--- config.mk ---
export PLATFORM = sky130hd
export DESIGN_NAME = avalon_master_arbiter
export DESIGN_NICKNAME = d
export VERILOG_FILES = /design/src/rtl/avalon_master_arbiter.sv
export SDC_FILE = /design/constraint.sdc
export NUM_CORES = 1
export LEC_CHECK = 0
export CAP_MARGIN = 20
export CORE_ASPECT_RATIO = 0.5
export CORE_MARGIN = 2
export CORE_UTILIZATION = 40
export CTS_CLUSTER_SIZE = 30
export DETAILED_ROUTE_END_ITERATION = 12
export PLACE_DENSITY = 0.79
export SYNTH_ARGS = -nofsm -noshare
export SYNTH_HDL_FRONTEND = slang
export SYNTH_SLANG_ARGS = --single-unit
--- constraint.sdc ---
create_clock -name sysclk -period 3.9 [get_ports sysclk]
set_input_delay 0.78 -clock sysclk [delete_from_list [all_inputs] [get_ports sysclk]]
set_output_delay 0.78 -clock sysclk [all_outputs]
set_load 0.03 [all_outputs]
--- src/rtl/avalon_master_arbiter.sv ---
// Round-robin arbiter sharing one Avalon-MM master port between two requesters.
// Optional bus-stall watchdog enabled by defining AVALON_ARB_TIMEOUT_EN.
module avalon_master_arbiter #(
  parameter int unsigned ADDR_W         = 32,
  parameter int unsigned DATA_W         = 16,
  parameter int unsigned TIMEOUT_CYCLES = 1023
) (
  input  logic              sysclk,
  input  logic              sysreset,
  input  logic              r0_req,
  input  logic              r0_write,
  input  logic [ADDR_W-1:0] r0_addr,
  input  logic [DATA_W-1:0] r0_wdata,
  output logic [DATA_W-1:0] r0_rdata,
  output logic              r0_ack,
  input  logic              r1_req,
  input  logic              r1_write,
  input  logic [ADDR_W-1:0] r1_addr,
  input  logic [DATA_W-1:0] r1_wdata,
  output logic [DATA_W-1:0] r1_rdata,
  output logic              r1_ack,
  output logic [ADDR_W-1:0] avm_address,
  output logic              avm_read,
  output logic              avm_write,
  output logic [DATA_W-1:0] avm_writedata,
  input  logic [DATA_W-1:0] avm_readdata,
  input  logic              avm_waitrequest,
  output logic              bus_timeout
);

  typedef enum logic [1:0] {
    IDLE = 2'd0,
    BUS  = 2'd1,
    ACK  = 2'd2
  } state_t;

  // A zero-cycle watchdog would abort every transaction before it starts.
  if (TIMEOUT_CYCLES < 1) begin : g_timeout_range
    $error("TIMEOUT_CYCLES must be at least 1");
  end

  state_t state;
  logic   last_grant;
  logic   grant;
  logic   pick_c;

  // Winner selection: a lone requester wins, a tie goes to whoever was not served last.
  always_comb begin
    pick_c = 1'b0;
    if (r0_req && r1_req) begin
      pick_c = ~last_grant;
    end else if (r1_req) begin
      pick_c = 1'b1;
    end
  end

`ifdef AVALON_ARB_TIMEOUT_EN
  localparam int unsigned CNT_W = $clog2(TIMEOUT_CYCLES + 1);

  logic [CNT_W-1:0] to_cnt;
  logic             to_hit_c;
  logic             bus_timeout_q;

  // Counter holds the number of stalled BUS edges already seen.
  assign to_hit_c    = (to_cnt == CNT_W'(TIMEOUT_CYCLES - 1));
  assign bus_timeout = bus_timeout_q;
`else
  assign bus_timeout = 1'b0;
`endif

  always_ff @(posedge sysclk or posedge sysreset) begin
    if (sysreset) begin
      state         <= IDLE;
      last_grant    <= 1'b1;
      grant         <= 1'b0;
      avm_address   <= '0;
      avm_writedata <= '0;
      avm_read      <= 1'b0;
      avm_write     <= 1'b0;
      r0_rdata      <= '0;
      r1_rdata      <= '0;
      r0_ack        <= 1'b0;
      r1_ack        <= 1'b0;
`ifdef AVALON_ARB_TIMEOUT_EN
      to_cnt        <= '0;
      bus_timeout_q <= 1'b0;
`endif
    end else begin
      r0_ack <= 1'b0;
      r1_ack <= 1'b0;
      case (state)
        IDLE: begin
          if (r0_req || r1_req) begin
            grant         <= pick_c;
            last_grant    <= pick_c;
            avm_address   <= pick_c ? r1_addr  : r0_addr;
            avm_writedata <= pick_c ? r1_wdata : r0_wdata;
            avm_write     <= pick_c ? r1_write : r0_write;
            avm_read      <= pick_c ? ~r1_write : ~r0_write;
`ifdef AVALON_ARB_TIMEOUT_EN
            to_cnt        <= '0;
`endif
            state         <= BUS;
          end
        end
        BUS: begin
          if (!avm_waitrequest) begin
            avm_read  <= 1'b0;
            avm_write <= 1'b0;
            if (avm_read) begin
              if (grant) begin
                r1_rdata <= avm_readdata;
              end else begin
                r0_rdata <= avm_readdata;
              end
            end
            state <= ACK;
          end
`ifdef AVALON_ARB_TIMEOUT_EN
          // Abort a stuck slave: poison read data and complete with a normal ack.
          else if (to_hit_c) begin
            avm_read  <= 1'b0;
            avm_write <= 1'b0;
            if (avm_read) begin
              if (grant) begin
                r1_rdata <= DATA_W'(16'hdead);
              end else begin
                r0_rdata <= DATA_W'(16'hdead);
              end
            end
            bus_timeout_q <= 1'b1;
            state         <= ACK;
          end else begin
            to_cnt <= to_cnt + CNT_W'(1);
          end
`endif
        end
        ACK: begin
          if (grant) begin
            r1_ack <= 1'b1;
          end else begin
            r0_ack <= 1'b1;
          end
          state <= IDLE;
        end
        default: state <= IDLE;
      endcase
    end
  end

endmodule

After elaboration in Yosys (flattened, before gate mapping)
Index checks and enable logic that the tools add are counted. W data, S select, Z words.

Reduce and logical (&&, ||, !) cells: 9. Equal/unequal tests: 4. Mux-type cells: 18. Bitwise logic cells: 5.

Operators by type and width (number): $mux W32 (1); $mux W16 (1); $mux W1 (11); $reduce_and A4 Y1 (2); $not A1 Y1 (5); $mux W2 (2); $ne A2 B2 Y1 const B (2); $pmux W1 S2 (2); $pmux W2 S2 (1); $reduce_and A2 Y1 (2); $reduce_and A3 Y1 (1); $eq A2 B1 Y1 const B (1); $eq A2 B2 Y1 const B (1); $logic_not A2 Y1 (1); $reduce_bool A2 Y1 (1); $logic_and A1 B1 Y1 (1); $logic_or A1 B1 Y1 (1).

Register bits after elaboration: 88. Word-level logic and storage cells: 47. Bits of input ports: 119. Output and inout port bits: 85.

Logic depth before layout (Yosys ltp)
Gate-level depths: netlist (run 1).

Depth in word-level cells: 5. Mapped depth: 5. Depth with buffers taken out: 4.

Worst setup path before layout (run 1)
OpenSTA, ideal clock, no wires.

Kind: input -> register. Start: in r1_req. End: reg avm_address[24]. Path buffers: 2. Setup time: 0.125 ns. Arrival: 2.042 ns. Stages on the path: 5. Required time: 3.775 ns. Slack: 1.733 ns. Cell sequence: a21bo_2 > clkbuf_1 > clkbuf_1 > mux2_2 > mux2_2.

Longest elaborated chain between the ends: 3. Elaborated cells between the ends (all ways): 6. Classes of those cells: mux: 3; reduce/logical: 3.

Ends and longest elaborated chain: start: declaration (RTL line 16) `input logic r1_req,`; $mux W1 or $logic_and A1 B1 Y1 (tied branches) (RTL line 52, 50); $mux W1 (RTL line 50) `if (r0_req && r1_req) begin`; $mux W32 (RTL line 96) `avm_address <= pick_c ? r1_addr : r0_addr;`; end signal: assignment (RTL line 96); end: declaration (RTL line 22) `output logic [ADDR_W-1:0] avm_address,`.

Several ways; a longest one is shown, not always the timed one. A chain may end at the register's enable or synchronous reset.

Final worst setup path (run 1)
Start: in r1_req. End: reg avm_address[7].

Same word-level chain as after synthesis.

==> results_dict.tcl, run 1 <==
set metrics [dict create \
    die_w_um 143.4 \
    yosys.area_share.simple_pct 2.287 \
    cts_resized 0 \
    gp_congestion 0.7032 \
    period_minus_slack_ns 2.561 \
    critical_path_required_ns 4.11 \
    timing.rr.start "state[1]" \
    critPathMaxFanout 29 \
    grt_pass1_wl_um 14600 \
    cp-startpoint "r1_req" \
    area_growth_pct 64.25 \
    wirelength_um 9405 \
    die_h_um 73.69 \
    startpoint_type "primary input" \
    io_pins 204 \
    clockBufferDepth 2 \
    arrival_ns 2.77 \
    end_kind "register" \
    multi_input_area_sq_um 1610 \
    synth_fp_nets 371 \
    top_layer "met4" \
    layout-drive-gt1-share_pct 34.57 \
    dp_cells 579 \
    io_buffers 202 \
    overflow 0 \
    grt_pass1_vias 2970 \
    rows 25 \
    drt_iter0_markers 61 \
    cts_hold_buf 0 \
    fin_crit_sh_pct 65.65 \
    core_sq_um 9447 \
    cp-endpoint "avm_address[7]" \
    antenna_found_initial 0 \
    synth-xor-area-share_pct 0 \
    die_area_sq_um 10560 \
    critPathKind "in -> reg" \
    root_buffer "clkbuf_16" \
    ir_worst_vdd_v 0.0004828 \
    dr_wl_met3_um 523 \
    max-slew-margin-rel_pct 44.55 \
    cts_tree "built" \
    status "finished, final reports clean" \
    finalClockSkew_ns 0.005716 \
    syn_avg_cell_area_sq_um 15.42 \
    synth_edf_count 0 \
    cts_made_buffers 9 \
    max_freq_ghz 0.3905 \
    final_nets 574 \
    grt_util_all_layers_pct 17.85 \
    antenna_left 0 \
    cts_htree_levels 3 \
    drt-wirelength-per-cell_um 15.81 \
    first_pass_iters 4 \
    synthMuxAreaShare_pct 37.91 \
    synth_top_family_by_area "multiplexers" \
    seq_area_sq_um 2203 \
    synth_cell_type_count 26 \
    met1_length_um 3743 \
    slew_viol_final 0 \
    setup_viol 0 \
    num-fill-cells 722 \
    synth_flop_cell "dfrtp_1" \
    synth-async-reset-ratio_pct 100.0 \
    start_util_pct 41.13 \
    rsz0062_at_grt "no" \
    hpwl_um 7058 \
    dr_wl_met2_um 4995 \
    synth-seq-area-share_pct 56.71 \
    worst_hold_slack_ns 0.5039 \
    via_per_inst 4.741 \
    cap_violations 0 \
    diodes 0 \
    worst_r2r_path_depth 3 \
    dp_slack_ns 0.9711 \
    clk_latency_ns 0.33 \
    worst-r2r-setup-slack_ns 1.77 \
    synthAdderAreaFrac_pct 0 \
    worstHoldPathType "reg -> reg" \
    hold_viol 0 \
    worst_pin_slew_ns 0.8308 \
    syn_area_sq_um 3885 \
    drc 0 \
    synth-compound-area-share_pct 0.8696 \
    instances_no_fill 595 \
    cts_setup_buffers 0 \
    cts_sinks 88 \
    power_density_nw_per_um2 836.1 \
    synth_cells 252 \
    r2r_end "r0_rdata[0]" \
    setup_ws_ns 1.339 \
    yosys_warnings 0 \
    power_uw 5335 \
    finalSetupTns_ns 0 \
    ys_ff_latch 88 \
    grt_start_max_net_pins 51 \
    via_count 2821 \
    leakage_uw 0.002632 \
    clk_pin_slew_ns 0.06 \
]
routing by layer:
metal / vias to the layer above / global-route usage [%]
li1: 1307 / -
met1: 1413 / 20.23
met2: 87 / 33.23
met3: 14 / 4.889
met4: 0 / 5.664
met5: - / 0
worst min-delay path by stage:
stage | startpoint | end | slack [ns] | cells after the start
global route | avm_writedata[8] | avm_writedata[8] | 0.51 | 1
detailed placement | r1_rdata[1] | r1_rdata[1] | 0.49 | 1
CTS | avm_writedata[8] | avm_writedata[8] | 0.51 | 1
global placement | avm_writedata[1] | avm_writedata[1] | 0.49 | 1
finish | avm_writedata[8] | avm_writedata[8] | 0.50 | 1
floorplan | state[0] | r0_ack | 0.48 | 1
layout by cell type, fill, tap and decap left out, drive strengths merged, types with 2 or more instances in the layout:
| cell type | Yosys | layout |
|---|---|---|
| clkdlybuf4s50 | 0 | 202 |
| mux2 | 129 | 129 |
| dfrtp | 87 | 87 |
| clkbuf | 8 | 10 |
| inv | 2 | 4 |
| buf | 6 | 4 |
| clkinv | 0 | 3 |
| mux2i | 2 | 2 |
| nand2 | 2 | 2 |
| nor3b | 2 | 2 |
critical path: stages:
cell	delay, ns
clkdlybuf4s50_1	0.49
a21bo_2	0.60
buf_12	0.27
mux2_2	0.36
mux2_2	0.26
Yosys cell counts (all sizes together), types with 2 or more instances:
master | n | area (sq um)
mux2 | 129 | 1453
inv | 2 | 7.500
nand2 | 2 | 7.510
nor3b | 2 | 26.28
clkbuf | 8 | 30.03
dfrtp | 87 | 2177
buf | 6 | 45.03
mux2i | 2 | 20.02
metrics by stage:
stage / util [%] / instance area, sq um
final: 67.55 / 6381
after global routing: 67.55 / 6381
after CTS: 67.55 / 6381
after detailed placement: 64.24 / 6068
after global placement: 64.24 / 6068
after floorplan: - / 3885
power by group:
group | internal, uW | switching, uW
clock | 523 | 364
combinational | 1380 | 1450
sequential | 1380 | 243
flip-flops by register name, indices dropped and copies added, names as in the netlist:
register and cells:
r0_rdata 16, r1_rdata 16, avm_address 32, state 2
last_grant 1, r0_ack 1, avm_write 1, grant 1
avm_read 1, avm_writedata 16, r1_ack 1
final cells by class:
type,instances,share of cell area (%)
Timing Repair Buffer,206,32.55
Tap cell,135,2.647
Clock inverter,6,1.157
Clock buffer,10,3.745
Inverter,2,0.1373
Sequential cell,88,34.53
Multi-Input combinational cell,148,25.24
logic make-up after synthesis:
| family | Yosys count |
|---|---|
| compound gates | 5 |
| mux | 131 |
| simple gates | 11 |
| other cells | 1 |
| flops | 88 |
| buf+inv | 16 |
No activity file was read; power rests on OpenSTA's default activity.
==> run 2: changes to the inputs <==
Clock period 3.9 ns to 2.5 ns, I/O delays scaled along.
==> run 2 against run 1 <==
  * Global-route usage rose by 0.22 points
  * Core utilization up 0.70 points
  * Cell area grew 1.0%
  * Sequential power grew 55%
  * Cell count increased by 0.84%
  * Critical path type is now reg -> out
  * Largest power group unchanged
==> results_dict.tcl, run 2 (synthesis results as in run 1) <==
set metrics [dict create \
    hpwl_um 7341 \
    end_kind "primary output" \
    hold_end "avm_writedata[8]" \
    worst-r2r-setup-slack_ns 0.74 \
    multi_input_area_sq_um 1610 \
    cts_resized 0 \
    cp_cell_sequence "clkdlybuf4s50_1" \
    diodes 0 \
    critical_path_required_ns 2.00 \
    final_nets 579 \
    antenna_found_initial 0 \
    die_w_um 143.4 \
    hold_viol 0 \
    cts_setup_buffers 0 \
    drt-wirelength-per-cell_um 15.94 \
    cts_hold_buf 0 \
    num-fill-cells 716 \
    power_frac_seq_pct 30.4 \
    cts_htree_levels 3 \
    finalClockSkew_ns 0.004940 \
    antenna_left 0 \
    worst_path_dominant_cell_family "buffers and inverters" \
    leakage_uw 0.002652 \
    hp-start "avm_writedata[8]" \
    worstHoldPathType "reg -> reg" \
    dp_slack_ns 0.2395 \
    period_minus_slack_ns 1.941 \
    area_growth_pct 65.96 \
    worst_path_largest_cell_delay_ns 0.70 \
    max_freq_ghz 0.5153 \
    die_h_um 73.69 \
    rows 25 \
    cp_slowest_cell "clkdlybuf4s50_1" \
    rsz0062_at_grt "no" \
    finalSetupTns_ns 0 \
    crit_buf_inv 1 \
    cts_tree "built" \
    holdPathStages 1 \
    status "finished, final reports clean" \
    slew_viol_final 0 \
    root_buffer "clkbuf_16" \
    intPower_uw 5062 \
    overflow 0 \
    cts_sinks 88 \
    arrival_ns 1.44 \
    power.switching_uw 3209 \
    top_register "avm_address" \
    io_buffers 202 \
    via_per_inst 4.675 \
    setup_viol 0 \
    clk_latency_ns 0.34 \
    fin_crit_sh_pct 77.62 \
    gp_congestion 0.7249 \
    cts_made_buffers 9 \
    instances_no_fill 600 \
    largest_reg_flops 32 \
    pwr-share-clk_pct 15.5 \
    pwr-share-comb_pct 54.1 \
    grt_pass1_vias 2906 \
    stdcell_area_sq_um 6447 \
    layout_commonest_cell "clkdlybuf4s50_1" \
    wirelength_um 9564 \
    io_pins 204 \
    switching_share_pct 38.80 \
    setup_ws_ns 0.5595 \
    clk_pin_slew_ns 0.06 \
    critPathKind "reg -> out" \
    clockBufferDepth 2 \
    grt_pass1_wl_um 14580 \
    ir_worst_vdd_v 0.0008511 \
    critPathMaxFanout 4 \
    grt_util_all_layers_pct 18.07 \
    die_area_sq_um 10560 \
    drc 0 \
    grt_start_max_net_pins 28 \
    final_cell_mix "202 x clkdlybuf4s50_1, 129 x mux2_2, 87 x dfrtp_1" \
    start_util_pct 41.13 \
    worst_r2r_path_depth 4 \
    cap_violations 0 \
    seq_area_sq_um 2203 \
    r2r_end "r0_rdata[3]" \
    power_density_nw_per_um2 1283 \
    first_pass_iters 4 \
    worst_pin_slew_ns 0.5029 \
    max-slew-margin-rel_pct 66.40 \
    via_count 2805 \
    core_sq_um 9447 \
    dp_cells 584 \
    startpoint_type "register" \
    dpl_cell_area_sq_um 6158 \
    timing.rr.start "state[1]" \
    layout-drive-gt1-share_pct 35.27 \
    drt_iter0_markers 44 \
]
-- run 2: through the flow --
step | total power [uW] | hold WS, ns | utilization (%)
after floorplan | 5109 | 0.4796 | -
after global placement | 6980 | 0.4859 | 65.19
after detailed placement | 7060 | 0.4915 | 65.19
after CTS | 8380 | 0.5061 | 68.25
after global routing | 8676 | 0.5099 | 68.25
final | 8271 | 0.5029 | 68.25
-- run 2: layout make-up --
type,instances,area share (%)
flip-flops and latches,88,34.17
repair buffers,211,33.57
multi-input cells,148,24.98
clock buffers,10,3.707
well taps,135,2.620
clock inverters,6,0.7762
inverters,2,0.1747
-- run 2: worst max-delay path by stage --
stage | slack, ns | depth (start not counted) | to | from
final | 0.56 | 1 | avm_read | avm_read
after floorplan | 0.61 | 5 | avm_address[24] | r1_req
after detailed placement | 0.24 | 5 | r0_rdata[3] | avm_waitrequest
after global placement | 0.27 | 5 | r0_rdata[11] | avm_waitrequest
after global routing | 0.50 | 1 | avm_read | avm_read
after CTS | 0.53 | 1 | avm_read | avm_read
-- run 2: routing by layer --
layer,routed length (um),vias to the layer above,global-route usage (%)
li1,-,1314,-
met3,501,14,4.954
met1,3876,1396,20.83
met4,157,0,6.972
met2,5028,81,32.59
met5,0,-,0
-- run 2: power groups by stage --
stage / registers [uW] / clock network, uW / logic [uW]
detailed placement: 2540 / 0 / 4520
CTS: 2520 / 1330 / 4530
finish: 2510 / 1280 / 4480
global route: 2610 / 1380 / 4680
global placement: 2500 / 0 / 4480
floorplan: 3890 / 0 / 1220
